**src/rtl/y_out_drain.sv**
```systemverilog
// y_out_drain: captures whole y vectors from the y-accumulation stage into a
// small vector FIFO and streams them out one element per beat over a
// valid/ready interface. The upstream side has no backpressure, so a vector
// that finds the FIFO full is dropped and a sticky overflow flag is raised.
module y_out_drain #(
    parameter int DW     = 16,
    parameter int H_TILE = 1,
    parameter int P_TILE = 1,
    parameter int DEPTH  = 4
) (
    input  logic                                        clk,
    input  logic                                        rst,
    input  logic                                        valid_i,
    input  logic [H_TILE*P_TILE*DW-1:0]                 y_i,
    output logic                                        m_valid_o,
    input  logic                                        m_ready_i,
    output logic [DW-1:0]                               m_data_o,
    output logic [((H_TILE > 1) ? $clog2(H_TILE) : 1)-1:0] m_h_o,
    output logic [((P_TILE > 1) ? $clog2(P_TILE) : 1)-1:0] m_p_o,
    output logic                                        m_last_o,
    output logic [$clog2(DEPTH):0]                      level_o,
    output logic                                        overflow_o
);

    localparam int N   = H_TILE * P_TILE;
    localparam int HW  = (H_TILE > 1) ? $clog2(H_TILE) : 1;
    localparam int PW  = (P_TILE > 1) ? $clog2(P_TILE) : 1;
    localparam int AW  = $clog2(DEPTH);
    localparam int LW  = AW + 1;
    localparam int LNW = (N > 1) ? $clog2(N) : 1;

    // Vector storage and its bookkeeping.
    logic [N*DW-1:0] r_mem [DEPTH];
    logic [AW-1:0]   r_wr_ptr;
    logic [AW-1:0]   r_rd_ptr;
    logic [LW-1:0]   r_level;
    logic [HW-1:0]   r_h_cnt;
    logic [PW-1:0]   r_p_cnt;
    logic            r_overflow;

    logic            w_h_last;
    logic            w_p_last;
    logic            w_beat;
    logic            w_pop;
    logic            w_accept;
    logic [LNW-1:0]  w_lane;
    logic [N*DW-1:0] w_head;
    logic [DW-1:0]   w_elem;

    assign m_valid_o = (r_level != '0);
    assign w_h_last  = (r_h_cnt == HW'(H_TILE - 1));
    assign w_p_last  = (r_p_cnt == PW'(P_TILE - 1));
    assign w_beat    = m_valid_o & m_ready_i;
    // The head vector leaves the FIFO on the beat carrying its final lane.
    assign w_pop     = w_beat & w_h_last & w_p_last;
    // A pop in the same cycle frees a slot, so a full FIFO can still accept.
    assign w_accept  = valid_i & ((r_level < LW'(DEPTH)) | w_pop);

    // Lane index of the current element; multiply by a constant, no divider.
    assign w_lane    = LNW'(r_h_cnt) * LNW'(P_TILE) + LNW'(r_p_cnt);
    assign w_head    = r_mem[r_rd_ptr];

    // Select the current lane out of the head vector.
    always_comb begin
        // NOTE: default assignment first so the mux never infers a latch.
        w_elem = '0;
        for (int i = 0; i < N; i++) begin
            if (w_lane == LNW'(i)) begin
                w_elem = w_head[i*DW +: DW];
            end
        end
    end

    // Data reads as zero when nothing is presented (stale FIFO contents hidden).
    assign m_data_o   = m_valid_o ? w_elem : '0;
    assign m_h_o      = r_h_cnt;
    assign m_p_o      = r_p_cnt;
    assign m_last_o   = w_h_last & w_p_last & m_valid_o;
    assign level_o    = r_level;
    assign overflow_o = r_overflow;

    // Vector storage write on accept.
    // NOTE: the storage array carries no reset; pointers and level define
    // which entries are meaningful, so stale contents are never observed.
    always_ff @(posedge clk) begin
        if (w_accept) begin
            r_mem[r_wr_ptr] <= y_i;
        end
    end

    // Pointers, occupancy, lane counters and the sticky overflow flag.
    // NOTE: all state updates use non-blocking assignments so every register
    // samples pre-edge values regardless of statement order.
    always_ff @(posedge clk) begin
        if (rst) begin
            r_wr_ptr   <= '0;
            r_rd_ptr   <= '0;
            r_level    <= '0;
            r_h_cnt    <= '0;
            r_p_cnt    <= '0;
            r_overflow <= 1'b0;
        end else begin
            if (w_accept) begin
                r_wr_ptr <= r_wr_ptr + AW'(1);
            end
            if (w_pop) begin
                r_rd_ptr <= r_rd_ptr + AW'(1);
            end

            if (w_beat) begin
                if (w_p_last) begin
                    r_p_cnt <= '0;
                    r_h_cnt <= w_h_last ? '0 : r_h_cnt + HW'(1);
                end else begin
                    r_p_cnt <= r_p_cnt + PW'(1);
                end
            end

            case ({w_accept, w_pop})
                2'b10:   r_level <= r_level + LW'(1);
                2'b01:   r_level <= r_level - LW'(1);
                default: r_level <= r_level;
            endcase

            if (valid_i && !w_accept) begin
                r_overflow <= 1'b1;
            end
        end
    end

endmodule

```
**config.mk**
```make
export PLATFORM = sky130hd
export DESIGN_NAME = y_out_drain
export DESIGN_NICKNAME = d
export VERILOG_FILES = /design/src/rtl/y_out_drain.sv
export SDC_FILE = /design/constraint.sdc
export NUM_CORES = 1
export LEC_CHECK = 0
export CAP_MARGIN = 0
export CORE_MARGIN = 2
export CORE_UTILIZATION = 33
export CTS_CLUSTER_SIZE = 14
export DETAILED_ROUTE_END_ITERATION = 6
export DONT_BUFFER_PORTS = 1
export GPL_ROUTABILITY_DRIVEN = 0
export PLACE_DENSITY = 0.49
export SYNTH_ARGS = -nofsm -noshare
export SYNTH_HDL_FRONTEND = slang
export SYNTH_SLANG_ARGS = --single-unit
```
**constraint.sdc**
```tcl
create_clock -name clk -period 2.2 [get_ports clk]
set_clock_uncertainty 0.15 [all_clocks]
set_input_delay 0.22 -clock clk [delete_from_list [all_inputs] [get_ports clk]]
set_output_delay 0.22 -clock clk [all_outputs]
set_load 0.05 [all_outputs]
```
==> flow_summary_export.csv, run 1 <==
group,metric,value,unit
worst_setup_path,cp.arrival,1.73,ns
placement,place_hpwl,3400,um
status,outcome,"complete, no violations",
worst_setup_path,endpoint_kind,"output port",
detailed_routing,vias,1531,
global_routing,antenna_found_initial,0,
synth,synth_area_leader_cell,"edfxtp_1",
floorplan,design.core.area,8720,um^2
cells_and_area,nets,239,
floorplan,die_area,9810,um^2
floorplan,fp-row-count,34,
clock_network,clockRootBuffer,"clkbuf_8",
global_routing,grt_pass1_vias,1705,
detailed_routing,drc,0,
clock_network,path_clk_slew,0.07,ns
power,power_frac_clock,23.2,%
clock_network,clk-insertion-delay-late,0.34,ns
synth,ys_ff_latch,74,
clock_network,clk_path_buf_depth,2,
power,intPower,3.00,mW
cells_and_area,diodes,0,
synth,synth_area_leaders,"edfxtp_1 (64%), mux4_2 (12%), dfxtp_1 (6.7%), nor2b_1 (3.1%), ha_1 (2.1%)",
power,p_comb_share,40.5,%
global_routing,grt.total_usage,12.0,%
detailed_routing,firstDrtPassIters,4,
min_path,hp-class,"primary input to flip-flop",
synth,synth_cells,164,
synth,synth_area,2980,um^2
power,p_sw,1.73,mW
power,p_leak,1.29,nW
power,power_frac_seq,36.4,%
sta,setup_tns,0,ns
worst_setup_path,reg2reg_to,"level_o[2]$_SDFFE_PP0P_",
sta,slew_headroom,41.1,%
worst_setup_path,reg2reg_from,"level_o[2]$_SDFFE_PP0P_",
synth,ys_warn_count,0,
synth,ys_seq_area_share,71.2,%
floorplan,die_w,99.0,um
synth,yosys-top-cells-count,"edfxtp_1 (64), mux4_2 (16), nor2b_1 (15), dfxtp_1 (10), inv_1 (8)",
sta,worst_pin_slew,0.883,ns
cells_and_area,utilization,42.3,%
sta,finalCritPeriodShare,95.6,%
clock_network,cts_num_sinks,74,
clock_network,cts_tree,"built",
synth,synth_ff_type,"edfxtp_1",
synth,yosys.area.top_type_share,64.5,%
cells_and_area,syn_to_final_growth,23.7,%
sta,hold_violations,0,
synth,synthArstFlopShare,0,%
global_routing,grt_pass1_wl,8670,um
sta,setup_violations,0,
sta,fmax,0.476,GHz
synth,avgSynthCellArea,18.2,um^2
power,powerDensity,1280,nW/um^2
detailed_routing,antenna_left,0,
min_path,min_from,"m_ready_i",
floorplan,initial_core_util,34.2,%
worst_setup_path,r2r_slack,0.16,ns
worst_setup_path,critPathLaunchType,"flip-flop",
detailed_routing,wl_per_cell,16.8,um
worst_setup_path,worstPathMaxFanout,8,
sta,rsz0062_at_grt,"false",
clock_network,cts_made_buffers,9,
floorplan,io_pins,44,
min_path,min_to,"r_rd_ptr[1]$_SDFFE_PP0P_",
synth,yosysMostFrequentCell,"edfxtp_1",
floorplan,die_h,99.0,um
sta,drv_slew,0,
global_routing,grt_max_degree,20,
min_path,hold_depth,3,
sta,period_needed,2.10,ns
power,p_sw_share,36.6,%
placement,io_buffer_count,0,
synth,synth_edf_count,64,
cells_and_area,drive_above_1_share,29.8,%
detailed_routing,drt_iter0_drc,58,
clock_network,ctsHtreeMaxLevel,3,
synth,synth_cell_types,25,
global_routing,overflow,0,
detailed_routing,via_per_inst,4.70,
worst_setup_path,r2r_cells,8,
power,ir_drop,0.551,mV
worst_setup_path,path_class,"flip-flop to output port",
detailed_routing,wl,5490,um
run,max_cap_violations,0,
worst_setup_path,required,1.83,ns
[logic make-up after synthesis]
logic type	count (synthesis)	share of synthesized area, %
flops	74	71.2
buf+inv	18	3.57
fa+ha+maj	6	2.77
other cells	1	0.126
xor+xnor	3	0.882
simple gates	35	7.43
mux	16	12.1
compound gates	11	1.93
[cell type report]
cell class                 instances  area (um^2)
fill                             773         5030
sequential                        74         2130
multi-input combinational         73          756
timing repair buffer              47          430
tap                              108          135
clock buffer                      10          128
clock inverter                     6         81.3
inverter                           8         30.0
[flip-flops by register name, indices dropped and copies added (netlist names), named ones only]
signal,cells
level_o,3
r_wr_ptr,2
overflow_o,1
r_rd_ptr,2
r_mem,64
[power groups by stage]
stage               combinational [mW]  clock (mW)  sequential, mW
finish                            1.91        1.10            1.72
global placement                  1.80           0            1.73
global route                      2.04        1.19            1.73
CTS                               1.88        1.12            1.71
detailed placement                1.83           0            1.74
floorplan                         1.37           0            1.80
[worst max-delay path: stages (launching register included)]
cell and delay [ns]:
dfxtp_2 0.39, clkbuf_16 0.18, mux4_2 0.49, nor2b_1 0.14, buf_4 0.19
[cells in the final DEF (no fill, tap or decap)]
cell type / n
clkbuf_16: 1
a21oi_1: 6
clkbuf_1: 1
o21ai_0: 4
nor2b_4: 2
xor2_1: 3
bufinv_16: 2
buf_12: 1
fa_1: 1
dfxtp_2: 4
nor2_1: 6
clkbuf_8: 9
or3_1: 2
clkinvlp_4: 1
nor3_4: 1
nor2b_1: 15
conb_1: 2
nand3_1: 2
mux4_2: 16
nand2_1: 2
ha_1: 5
inv_1: 8
nand2b_1: 1
dfxtp_1: 6
clkinv_2: 2
and3_1: 4
dlygate4sd3_1: 19
clkinv_1: 1
o31ai_1: 1
buf_4: 26
edfxtp_1: 64
[metrics by stage]
stage          setup slack, ns  std cells  cell area [um^2]  hold slack, ns  total power [mW]
3_3_place_gp             0.316        288              3250           0.133              3.53
2_1_floorplan           0.0310        165              2990           0.169              3.17
6_report                0.0971        326              3690          0.0180              4.73
4_1_cts                 0.0321        323              3650         0.00343              4.71
5_1_grt                 0.0155        326              3690          0.0450              4.96
3_5_place_dp             0.178        288              3250           0.137              3.57
[per-layer routing]
layer | routed length, um | share of wire (%) | GRT usage [%]
met3 | 300 | 5.5 | 3.90
met1 | 2110 | 38 | 12.1
met4 | 95 | 1.7 | 6.01
met2 | 2990 | 54 | 22.1
met5 | 0 | 0 | 0
[worst max-delay path by stage]
stage | start | to | slack, ns | cells after the start
final | flip-flop | m_data_o[15] | 0.1 | 4
after global placement | level_o[2]$_SDFFE_PP0P_ | level_o[2]$_SDFFE_PP0P_ | 0.32 | 8
after global routing | flip-flop | m_data_o[6] | 0.02 | 4
after detailed placement | level_o[2]$_SDFFE_PP0P_ | level_o[2]$_SDFFE_PP0P_ | 0.18 | 8
after floorplan | level_o[2]$_SDFFE_PP0P_ | level_o[2]$_SDFFE_PP0P_ | 0.03 | 8
after CTS | flip-flop | m_data_o[1] | 0.03 | 4
[repair_timing]
action	4_1_cts	5_1_grt
hold buffers	19	0
gates resized for setup	0	1
setup endpoints to repair	0	6
hold endpoints to repair	74	0
buffers inserted	0	2
(Power assumes the default switching activity.)
==> run 2: changes to the inputs <==
Settings changed: CORE_ASPECT_RATIO set to 0.8.
==> run 2 against run 1 <==
  * Global-route usage shrank 0.28 points
  * Die area is essentially flat
  * Count of clock-buffer cells in the layout grew 1
==> flow_summary_export.csv, run 2 (synthesized netlist as in run 1, its figures left out) <==
group,metric,value,unit
worst_setup_path,r2r_slack,0.07,ns
detailed_routing,firstDrtPassIters,4,
status,outcome,"complete, no violations",
sta,rsz0062_at_grt,"false",
clock_network,clockRootBuffer,"clkbuf_16",
global_routing,grt.total_usage,11.8,%
power,p_leak,1.32,nW
sta,setup_tns,0,ns
floorplan,design.core.area,8630,um^2
clock_network,path_clk_slew,0.05,ns
floorplan,die_w,110,um
worst_setup_path,r2r_cells,8,
sta,hold_violations,0,
power,p_comb_share,36.2,%
cells_and_area,utilization,43.4,%
global_routing,grt_pass1_vias,1634,
sta,period_needed,2.13,ns
cells_and_area,syn_to_final_growth,25.9,%
worst_setup_path,reg2reg_to,"level_o[2]$_SDFFE_PP0P_",
floorplan,fp-row-count,30,
floorplan,io_pins,44,
cells_and_area,diodes,0,
power,p_sw,1.76,mW
detailed_routing,wl_per_cell,16.0,um
detailed_routing,via_per_inst,4.59,
clock_network,ctsHtreeMaxLevel,3,
sta,setup_violations,0,
run,max_cap_violations,0,
worst_setup_path,path_class,"flip-flop to flip-flop",
clock_network,cts_num_sinks,74,
clock_network,clk-insertion-delay-late,0.32,ns
min_path,min_to,"overflow_o$_SDFFE_PP0P_",
power,ir_drop,0.550,mV
min_path,min_from,"m_ready_i",
min_path,hp-class,"primary input to flip-flop",
cells_and_area,drive_above_1_share,28.8,%
detailed_routing,vias,1502,
placement,place_hpwl,3300,um
sta,fmax,0.471,GHz
worst_setup_path,required,2.29,ns
global_routing,antenna_found_initial,0,
detailed_routing,drc,0,
min_path,hold_depth,3,
global_routing,grt_pass1_wl,8030,um
clock_network,cts_made_buffers,9,
worst_setup_path,reg2reg_from,"level_o[2]$_SDFFE_PP0P_",
placement,pre_cts_slack,0.0917,ns
power,power_frac_seq,34.1,%
sta,drv_slew,0,
clock_network,clk_path_buf_depth,2,
worst_setup_path,worstPathMaxFanout,4,
floorplan,die_area,9810,um^2
power,powerDensity,1350,nW/um^2
clock_network,cts_tree,"built",
sta,finalCritPeriodShare,96.6,%
worst_setup_path,cp.arrival,2.21,ns
cells_and_area,largest_register_ffs,64,
power,p_sw_share,34.8,%
detailed_routing,antenna_left,0,
worst_setup_path,critPathLaunchType,"flip-flop",
floorplan,initial_core_util,34.5,%
floorplan,die_h,89,um
cells_and_area,layout_commonest_cell,"edfxtp_1",
sta,fin_ws,0.0749,ns
cells_and_area,top_register,"r_mem",
sta,worst_pin_slew,0.505,ns
placement,io_buffer_count,0,
worst_setup_path,endpoint_kind,"flip-flop",
clock_network,post_cts_buffers,0,
cells_and_area,fillers,766,
global_routing,grt_max_degree,20,
cells_and_area,final_cell_mix,"edfxtp_1 (64), buf_4 (25), dlygate4sd3_1 (18)",
power,intPower,3.30,mW
global_routing,overflow,0,
detailed_routing,drt_iter0_drc,70,
cells_and_area,nets,236,
power,power_frac_clock,29.7,%
detailed_routing,wl,5250,um
sta,slew_headroom,66.3,%
-- run 2: what timing repair did --
action                    CTS  global route
hold endpoints to repair   74             0
gates resized for setup     0             0
hold buffers               18             0
-- run 2: worst max-delay path by stage --
stage | from | end
2_1_floorplan | level_o[2]$_SDFFE_PP0P_ | level_o[2]$_SDFFE_PP0P_
3_3_place_gp | level_o[0]$_SDFFE_PP0P_ | level_o[2]$_SDFFE_PP0P_
3_5_place_dp | level_o[2]$_SDFFE_PP0P_ | level_o[2]$_SDFFE_PP0P_
4_1_cts | flip-flop | m_data_o[6]
5_1_grt | level_o[2]$_SDFFE_PP0P_ | level_o[2]$_SDFFE_PP0P_
6_report | level_o[2]$_SDFFE_PP0P_ | level_o[2]$_SDFFE_PP0P_
-- run 2: area by class of cell --
type,instances,area (um^2),area share (%)
multi-input cells,73,756,20.1
clock buffers,11,233,6.20
clock inverters,5,78.8,2.10
repair buffers,44,388,10.3
inverters,8,30.0,0.801
flip-flops and latches,74,2130,56.7
well taps,112,140,3.74
-- run 2: metrics by stage --
| step | power [mW] | hold slack, ns | cell area (um^2) | std cells |
|---|---|---|---|---|
| floorplan | 3.17 | 0.169 | 2990 | 165 |
| global placement | 3.55 | 0.135 | 3260 | 293 |
| detailed placement | 3.59 | 0.138 | 3260 | 293 |
| CTS | 5.14 | 0.0159 | 3750 | 327 |
| global route | 5.29 | 0.0374 | 3750 | 327 |
| finish | 5.06 | 0.0180 | 3750 | 327 |
-- run 2: power groups by stage --
stage / Sequential [mW] / Combinational (mW) / Clock, mW
final: 1.73 / 1.83 / 1.50
after global routing: 1.74 / 1.95 / 1.60
after CTS: 1.73 / 1.87 / 1.54
after detailed placement: 1.76 / 1.83 / 0
after global placement: 1.74 / 1.80 / 0
after floorplan: 1.80 / 1.37 / 0
-- run 2: layer usage --
metal / GRT usage [%] / wire length, um / vias up
met2: 20.4 / 2700 / 37
met4: 6.82 / 108 / 0
met3: 3.79 / 313 / 9
met1: 12.8 / 2120 / 747
li1: - / - / 709
met5: 0 / 0 / -
-- run 2: critical path: stages (launching register included) --
cell     delay, ns
dfxtp_2       0.35
o31ai_1       0.40
inv_1         0.10
ha_1          0.23
inv_1         0.08
fa_1          0.18
xor2_1        0.08
or3_1         0.31
a21oi_1       0.17
==> run 3: changes to the inputs <==
Settings changed: CORE_MARGIN 2 to unset, CTS_CLUSTER_DIAMETER set to 80.
==> run 3 against run 2 <==
  * Count of clock-buffer cells in the layout shrank 2
  * Critical path type is now flip-flop to output port
  * Combinational power is essentially flat
  * Core utilization grew 0.12 points
  * Final area grew 0.27%
==> flow_summary_export.csv, run 3 (synthesized netlist as in run 1, its figures left out) <==
group,metric,value,unit
status,outcome,"complete, no violations",
clock_network,cts_made_buffers,9,
cells_and_area,largest_register_ffs,64,
detailed_routing,vias,1535,
floorplan,die_w,108,um
clock_network,clockRootBuffer,"clkbuf_16",
global_routing,grt.total_usage,12.4,%
power,p_comb_share,36.6,%
power,intPower,3.29,mW
power,ir_drop,0.528,mV
sta,setup_tns,0,ns
min_path,hp-class,"primary input to flip-flop",
worst_setup_path,reg2reg_to,"level_o[2]$_SDFFE_PP0P_",
detailed_routing,wl_per_cell,16.4,um
detailed_routing,firstDrtPassIters,4,
clock_network,clk_path_buf_depth,2,
global_routing,grt_pass1_vias,1639,
detailed_routing,wl,5380,um
worst_setup_path,path_class,"flip-flop to output port",
clock_network,post_cts_buffers,0,
placement,place_hpwl,3350,um
placement,pre_cts_slack,0.145,ns
min_path,min_from,"m_ready_i",
sta,setup_violations,0,
cells_and_area,layout_commonest_cell,"edfxtp_1",
power,power_frac_clock,29.3,%
power,power_frac_seq,34.1,%
power,powerDensity,1340,nW/um^2
global_routing,grt_pass1_wl,8200,um
sta,drv_slew,0,
detailed_routing,drt_iter0_drc,23,
power,p_sw_share,34.9,%
sta,fin_ws,0.0968,ns
worst_setup_path,reg2reg_from,"level_o[2]$_SDFFE_PP0P_",
cells_and_area,diodes,0,
global_routing,grt_max_degree,20,
cells_and_area,syn_to_final_growth,26.2,%
floorplan,die_h,87,um
worst_setup_path,critPathLaunchType,"flip-flop",
global_routing,overflow,0,
sta,hold_violations,0,
detailed_routing,drc,0,
floorplan,initial_core_util,34.5,%
min_path,hold_depth,3,
clock_network,clk-insertion-delay-late,0.32,ns
power,p_sw,1.76,mW
floorplan,die_area,9420,um^2
cells_and_area,drive_above_1_share,29.2,%
clock_network,cts_num_sinks,74,
detailed_routing,via_per_inst,4.68,
floorplan,design.core.area,8630,um^2
clock_network,cts_tree,"built",
sta,worst_pin_slew,0.517,ns
worst_setup_path,r2r_cells,8,
run,max_cap_violations,0,
sta,rsz0062_at_grt,"false",
worst_setup_path,cp.arrival,1.73,ns
floorplan,fp-row-count,30,
sta,period_needed,2.10,ns
worst_setup_path,endpoint_kind,"output port",
cells_and_area,final_cell_mix,"edfxtp_1 (64), buf_4 (26), dlygate4sd3_1 (18)",
floorplan,io_pins,44,
cells_and_area,nets,237,
sta,holdWs,0.0175,ns
worst_setup_path,worstPathMaxFanout,16,
clock_network,path_clk_slew,0.05,ns
sta,slew_headroom,65.5,%
sta,fmax,0.475,GHz
worst_setup_path,r2r_slack,0.18,ns
worst_setup_path,required,1.83,ns
cells_and_area,fillers,774,
global_routing,antenna_found_initial,0,
detailed_routing,antenna_left,0,
clock_network,ctsHtreeMaxLevel,3,
placement,io_buffer_count,0,
power,p_leak,1.32,nW
min_path,min_to,"overflow_o$_SDFFE_PP0P_",
sta,finalCritPeriodShare,95.6,%
cells_and_area,top_register,"r_mem",
==> run 3: cell types whose count changed in the layout (fill, tap and decap cells not counted), sizes merged <==
cell and change:
clkinv +1, buf +1, clkbuf -2, clkinvlp +1
==> run 3: metal layers <==
layer	part of all wire, %	GRT usage [%]	wire (um)	up-vias
li1	-	-	-	706
met1	42	13.5	2240	788
met2	52	21.7	2820	36
met3	4.6	4.04	248	5
met4	1.3	6.02	70	0
met5	0	0	0	-
==> run 3: power by group through the flow <==
stage / Clock, mW / Sequential, mW / Combinational (mW)
final: 1.48 / 1.72 / 1.85
after CTS: 1.52 / 1.72 / 1.88
after detailed placement: 0 / 1.75 / 1.84
after global routing: 1.57 / 1.73 / 1.97
after floorplan: 0 / 1.80 / 1.37
after global placement: 0 / 1.74 / 1.82
==> run 3: layout make-up <==
type                    count  area (um^2)  area share [%]
clock inverters             7         83.8            2.23
flip-flops and latches     74         2130            56.5
clock buffers               9          225            5.99
well taps                 112          140            3.73
repair buffers             45          395            10.5
inverters                   8         30.0           0.798
multi-input cells          73          761            20.2
==> run 3: stage by stage <==
stage	cell area [um^2]	cells	utilization [%]	power, mW
2_1_floorplan	2990	165	-	3.17
3_3_place_gp	3270	294	37.8	3.55
3_5_place_dp	3270	294	37.8	3.59
4_1_cts	3760	328	43.5	5.12
5_1_grt	3760	328	43.6	5.27
6_report	3760	328	43.6	5.06
==> run 3: timing repair <==
item / CTS / global route
hold buffers: 18 / 0
gates resized for setup: 0 / 1
setup endpoints to repair: 0 / 1
endpoints found under the hold margin: 74 / 0
==> run 3: critical path: stages, from the launching register on <==
cell and delay [ns]:
dfxtp_1 0.35, buf_12 0.20, mux4_2 0.50, nor2b_1 0.16, buf_4 0.20
==> run 3: worst max-delay path by stage <==
stage | from | end | slack (ns) | depth (start not counted)
global route | flip-flop | m_data_o[8] | 0.01 | 4
floorplan | level_o[2]$_SDFFE_PP0P_ | level_o[2]$_SDFFE_PP0P_ | 0.03 | 8
global placement | level_o[2]$_SDFFE_PP0P_ | level_o[2]$_SDFFE_PP0P_ | 0.29 | 8
finish | flip-flop | m_data_o[8] | 0.1 | 4
CTS | flip-flop | m_data_o[10] | 0.06 | 4
detailed placement | level_o[2]$_SDFFE_PP0P_ | level_o[2]$_SDFFE_PP0P_ | 0.15 | 8
